### src/rtl/vga_text_fetch.sv
// Four-stage text-mode fetch pipeline: pixel position -> text buffer -> font ROM -> renderer.
// Also overlays a blinking underline cursor and keeps positions aligned with the pixel data.
module vga_text_fetch #(
    parameter int unsigned COLS       = 80,
    parameter int unsigned CURSOR_TOP = 14
) (
    input  logic        clk,
    input  logic        rst,
    input  logic [9:0]  h_pos,
    input  logic [9:0]  v_pos,
    output logic [11:0] tb_addr,
    input  logic [7:0]  tb_data,
    output logic [11:0] font_addr,
    input  logic [7:0]  font_data,
    input  logic        cursor_en,
    input  logic [6:0]  cursor_col,
    input  logic [4:0]  cursor_row,
    output logic [9:0]  h_pos_out,
    output logic [9:0]  v_pos_out,
    output logic [7:0]  character,
    output logic [3:0]  row,
    output logic [7:0]  pixels,
    output logic        active_out
);

    localparam int unsigned PW       = 10;
    localparam int unsigned AW       = 12;
    localparam int unsigned DW       = 8;
    localparam int unsigned FW       = 5;
    localparam int unsigned H_ACTIVE = 640;
    localparam int unsigned V_ACTIVE = 480;
    localparam int unsigned ROWS     = V_ACTIVE / 16;

    // Stage 1 combinational decode of the incoming position
    logic [6:0]    ccol_c;
    logic [4:0]    crow_c;
    logic [AW-1:0] row_base_c;
    logic          active_c;
    logic          hit_c;

    assign ccol_c   = h_pos[9:3];
    assign crow_c   = v_pos[8:4];
    assign active_c = (h_pos < PW'(H_ACTIVE)) && (v_pos < PW'(V_ACTIVE));

    generate
        if (COLS == 80) begin : g_stride80
            assign row_base_c = {1'b0, crow_c, 6'b0} + {3'b0, crow_c, 4'b0};
        end else begin : g_stride_gen
            assign row_base_c = AW'(crow_c) * AW'(COLS);
        end
    endgenerate

    // Out-of-range cursor coordinates are rejected explicitly so they can never match
    assign hit_c = cursor_en && active_c
                && (cursor_col < 7'(COLS)) && (cursor_row < 5'(ROWS))
                && (ccol_c == cursor_col) && (crow_c == cursor_row)
                && (v_pos[3:0] >= 4'(CURSOR_TOP));

    // Pipeline state
    logic [AW-1:0] tb_addr_q, tb_addr_d;
    logic [PW-1:0] h1_q, h2_q, h3_q, v1_q, v2_q, v3_q;
    logic          act1_q, act2_q, act3_q;
    logic          hit1_q, hit2_q, hit3_q;
    logic          blink1_q, blink2_q, blink3_q;
    logic [DW-1:0] char3_q;
    logic [FW-1:0] frame_q, frame_d;

    logic [PW-1:0] hout_q, vout_q;
    logic [DW-1:0] char_q, pix_q, pix_d;
    logic [3:0]    row_q;
    logic          act_q;

    always_comb begin
        tb_addr_d = '0;
        frame_d   = frame_q;
        pix_d     = font_data;
        if (active_c) begin
            tb_addr_d = row_base_c + AW'(ccol_c);
        end
        if ((h_pos == '0) && (v_pos == '0)) begin
            frame_d = frame_q + FW'(1);
        end
        if (!act3_q) begin
            pix_d = '0;
        end else if (hit3_q && blink3_q) begin
            pix_d = 8'hFF;
        end
    end

    // Blink phase is sampled when the pixel enters, so a pixel's cursor state is fixed at stage 1
    always_ff @(posedge clk or posedge rst) begin
        if (rst) begin
            tb_addr_q <= '0;
            h1_q      <= '0;
            v1_q      <= '0;
            act1_q    <= 1'b0;
            hit1_q    <= 1'b0;
            blink1_q  <= 1'b0;
            h2_q      <= '0;
            v2_q      <= '0;
            act2_q    <= 1'b0;
            hit2_q    <= 1'b0;
            blink2_q  <= 1'b0;
            h3_q      <= '0;
            v3_q      <= '0;
            act3_q    <= 1'b0;
            hit3_q    <= 1'b0;
            blink3_q  <= 1'b0;
            char3_q   <= '0;
            hout_q    <= '0;
            vout_q    <= '0;
            char_q    <= '0;
            row_q     <= '0;
            pix_q     <= '0;
            act_q     <= 1'b0;
            frame_q   <= '0;
        end else begin
            tb_addr_q <= tb_addr_d;
            h1_q      <= h_pos;
            v1_q      <= v_pos;
            act1_q    <= active_c;
            hit1_q    <= hit_c;
            blink1_q  <= frame_q[FW-1];
            h2_q      <= h1_q;
            v2_q      <= v1_q;
            act2_q    <= act1_q;
            hit2_q    <= hit1_q;
            blink2_q  <= blink1_q;
            h3_q      <= h2_q;
            v3_q      <= v2_q;
            act3_q    <= act2_q;
            hit3_q    <= hit2_q;
            blink3_q  <= blink2_q;
            char3_q   <= tb_data;
            hout_q    <= h3_q;
            vout_q    <= v3_q;
            char_q    <= char3_q;
            row_q     <= v3_q[3:0];
            pix_q     <= pix_d;
            act_q     <= act3_q;
            frame_q   <= frame_d;
        end
    end

    assign tb_addr    = tb_addr_q;
    assign font_addr  = {tb_data, v2_q[3:0]};
    assign h_pos_out  = hout_q;
    assign v_pos_out  = vout_q;
    assign character  = char_q;
    assign row        = row_q;
    assign pixels     = pix_q;
    assign active_out = act_q;

endmodule

### config.mk
export PLATFORM = sky130hd
export DESIGN_NAME = vga_text_fetch
export DESIGN_NICKNAME = d
export VERILOG_FILES = /design/src/rtl/vga_text_fetch.sv
export SDC_FILE = /design/constraint.sdc
export NUM_CORES = 1
export LEC_CHECK = 0
export ABC_CLOCK_PERIOD_IN_PS = 4000
export CORE_UTILIZATION = 42
export CTS_CLUSTER_SIZE = 10
export DETAILED_ROUTE_END_ITERATION = 7
export PLACE_DENSITY = 0.86
export SLEW_MARGIN = 20
export SYNTH_ARGS = -nofsm -noshare
export SYNTH_HDL_FRONTEND = slang
export SYNTH_SLANG_ARGS = --single-unit
### constraint.sdc
create_clock -name clk -period 4 [get_ports clk]
set_input_delay 0.4 -clock clk [delete_from_list [all_inputs] [get_ports clk]]
set_output_delay 0.4 -clock clk [all_outputs]
set_load 0.02 [all_outputs]
==> results.sh <==
export IMPL_synth_cell_types=35
export IMPL_postCtsHoldBufs=0
export IMPL_clockBufferDepth=2
export IMPL_cp_end_kind="register"
export IMPL_antenna_found_initial=0
export IMPL_max_slew_worst_pin_slew_ns=0.8074
export IMPL_synth_nets=314
export IMPL_drc_errors=0
export IMPL_synth_compound_area_share_pct=3.381
export IMPL_hp_start="v3_q[8]$_DFF_PP0_"
export IMPL_dp_slack_ns=1.020
export IMPL_fill_cells=782
export IMPL_critPathKind="in2reg"
export IMPL_fin_ws_ns=1.526
export IMPL_clock_skew_ns=0.005103
export IMPL_synth_area_per_cell_sq_um=16.66
export IMPL_grt_pass1_vias=2532
export IMPL_clkLatencyLatePin_ns=0.49
export IMPL_syn_area_sq_um=4182
export IMPL_grt_start_max_net_pins=132
export IMPL_fmaxAchievable_mhz=404.3
export IMPL_grt_first_pass_wirelength_microns=12410
export IMPL_power_total_w=0.003125
export IMPL_routed_wirelength_microns=7966
export IMPL_drtAntennaViolNets=0
export IMPL_synth_adder_area_share_pct=3.950
export IMPL_drv_slew=0
export IMPL_start_kind="primary input"
export IMPL_cp_endpoint="tb_addr[10]$_DFF_PP0_"
export IMPL_yosys_warnings=0
export IMPL_chipHeight_microns=101.8
export IMPL_die_width_microns=101.8
export IMPL_setup_viol=0
export IMPL_drt_iter0_drc=61
export IMPL_yosysSeqAreaShare_pct=78.40
export IMPL_synth_xor_xnor_area_share_pct=2.932
export IMPL_clk_pin_slew_ns=0.06
export IMPL_period_needed_ns=2.474
export IMPL_ys_seq_elements=131
export IMPL_postCtsSetupBuffers=0
export IMPL_initial_core_util_pct=42.98
export IMPL_htree_levels=4
export IMPL_placementRows=36
export IMPL_worst_path_max_fanout=5
export IMPL_grt_util_all_layers_pct=16.65
export IMPL_cts_root_buf="clkbuf_8"
export IMPL_dp_hpwl_microns=5363
export IMPL_cts_resized=0
export IMPL_placed_cells=481
export IMPL_placed_area_sq_um=5389
export IMPL_nets=430
export IMPL_final_setup_tns_ns=0
export IMPL_clock_sinks=131
export IMPL_synthToLayoutAreaGrowth_pct=42.28
export IMPL_io_buffers=115
export IMPL_cts_tree="built"
export IMPL_dieArea_sq_um=10360
export IMPL_startpoint="h_pos[9]"
export IMPL_hold_viol_final=0
export IMPL_rsz0062_at_grt="no"
export IMPL_outcome="finished clean"
export IMPL_min_path_type="reg2reg"
export IMPL_post_route_period_util_pct=61.84
export IMPL_vias=2341
export IMPL_rr_worst_depth=2
export IMPL_drive_gt1_share_pct=11.32
export IMPL_critical_path_reg2reg_endpoint="frame_q[1]$_DFFE_PP0P_"
export IMPL_syn_inst=251
export IMPL_slew_headroom_pct=45.88
export IMPL_routabilityCongestion=0.8062
export IMPL_coreArea_sq_um=9729
export IMPL_synth_top_family_by_area="simple AND/OR/NAND/NOR gates"
export IMPL_ioPinCount=116
export IMPL_gr_total_overflow=0
export IMPL_synth_simple_gate_area_share_pct=6.673
export IMPL_p_leak_nw=2.637
export IMPL_diodes=0
export IMPL_first_pass_iters=4
export IMPL_stdcell_count=513
export IMPL_muxShareOfSynthArea_pct=0.5087
export IMPL_cp_arrival_ns=2.89
export IMPL_via_per_inst=4.563
export IMPL_powerDensity_nw_per_um2=525.2
export IMPL_design_area_sq_um=5949
export IMPL_ir_drop_mv=0.3287
export IMPL_post_drt_wl_per_cell_microns=15.53
export IMPL_cp_data_required_time_ns=4.41
export IMPL_ff2ff_setup_slack_ns=2.81
export IMPL_rr_startpoint="frame_q[0]$_DFFE_PP0P_"
export IMPL_cts_buffers=17
export IMPL_drv_cap=0
-- cells in the final DEF, fill, tap and decap left out, types with 4 or more instances in the layout --
| master | n |
|---|---|
| nor3_2 | 4 |
| and2_1 | 7 |
| nor4_1 | 6 |
| clkdlybuf4s50_1 | 115 |
| xnor2_1 | 6 |
| o21a_1 | 10 |
| inv_1 | 10 |
| nand3_1 | 4 |
| dfrtp_1 | 131 |
| xor2_1 | 8 |
| inv_6 | 6 |
| ha_1 | 10 |
| clkbuf_16 | 16 |
-- how the worst min path moves through the flow --
stage	cells after the start	endpoint	slack [ns]
floorplan	0	act2_q$_DFF_PP0_	0.33
global placement	0	character[3]$_DFF_PP0_	0.33
detailed placement	0	h2_q[8]$_DFF_PP0_	0.33
CTS	0	v3_q[4]$_DFF_PP0_	0.34
global route	1	char3_q[3]$_DFF_PP0_	0.34
finish	0	v_pos_out[8]$_DFF_PP0_	0.35
-- layer usage --
layer  wire length (microns)  vias up  GRT usage [%]
met3                     401        9          6.211
met5                       0        -              0
met4                      83        0          6.355
li1                        -     1054              -
met1                    3278     1198          19.77
met2                    4203       80          27.65
-- synth_stat cells --
| master | instances | share of area (%) |
|---|---|---|
| dfrtp_1 | 131 | 78 |
| buf_4 | 16 | 2.9 |
| nand4_1 | 2 | 0.30 |
| nor4_1 | 6 | 0.90 |
| inv_1 | 11 | 0.99 |
| and2_1 | 7 | 1.0 |
| o21a_1 | 10 | 1.8 |
| nor2b_1 | 3 | 0.45 |
| o21ai_0 | 2 | 0.24 |
| nor3b_1 | 1 | 0.18 |
| fa_1 | 2 | 0.96 |
| or3_1 | 2 | 0.30 |
| o21ai_1 | 1 | 0.12 |
| buf_2 | 1 | 0.12 |
| mux2i_1 | 1 | 0.24 |
| xor2_1 | 8 | 1.7 |
| and3_1 | 1 | 0.15 |
| nor4_2 | 2 | 0.60 |
| o21bai_1 | 1 | 0.18 |
| nand3_2 | 1 | 0.24 |
| clkbuf_1 | 2 | 0.18 |
| ha_1 | 10 | 3.0 |
| and4_1 | 2 | 0.42 |
| mux2_1 | 1 | 0.27 |
| a211oi_1 | 2 | 0.36 |
| nand3_1 | 4 | 0.48 |
| nor2_1 | 2 | 0.18 |
| xnor2_1 | 6 | 1.3 |
| a31oi_1 | 1 | 0.15 |
| o31ai_1 | 1 | 0.18 |
| nor3_2 | 4 | 0.96 |
| a21oi_1 | 3 | 0.36 |
| nor2_2 | 1 | 0.15 |
| nand2_1 | 2 | 0.18 |
| nand2_2 | 1 | 0.15 |
-- cells by family after synthesis --
kind of cell / count (synthesis)
muxes: 2
adders and majority gates: 12
and+or+nand+nor: 41
AOI/OAI and AO/OA: 21
buffers and inverters: 30
DFF: 131
xor gates and xnor gates: 14
-- registers in the layout, summed over array words and instances (netlist names), 10 cells and up --
| register | flops |
|---|---|
| tb_addr | 12 |
| h1_q | 10 |
| h2_q | 10 |
| h3_q | 10 |
| h_pos_out | 10 |
| v1_q | 10 |
| v2_q | 10 |
| v3_q | 10 |
-- through the flow --
stage | hold slack [ns] | util (%)
2_1_floorplan | 0.3312 | -
3_3_place_gp | 0.3315 | 55.39
3_5_place_dp | 0.3347 | 55.39
4_1_cts | 0.3446 | 61.15
5_1_grt | 0.3392 | 61.15
6_report | 0.3451 | 61.15
-- area by class of cell --
class,count,area [sq um],area share (%)
inverters,11,43.79,0.7361
flip-flops and latches,131,3278,55.10
clock buffers,17,414.1,6.961
clock inverters,15,146.4,2.461
repair buffers,116,1171,19.68
multi-input cells,90,729.5,12.26
well taps,133,166.4,2.797
-- report_power, final --
| part | switching [W] | internal, W | leakage (nW) |
|---|---|---|---|
| registers | 0.0000211 | 0.00139 | 1.59 |
| logic | 0.000145 | 0.000138 | 0.777 |
| clock network | 0.000589 | 0.000842 | 0.270 |
-- worst max-delay path, stage by stage --
cell,delay [ns]
clkdlybuf4s50_1,0.60
inv_1,0.10
fa_1,0.61
inv_1,0.06
ha_1,0.31
a211oi_1,0.30
o21bai_1,0.13
a21oi_1,0.18
mux2i_1,0.20
(Power assumes the default switching activity.)
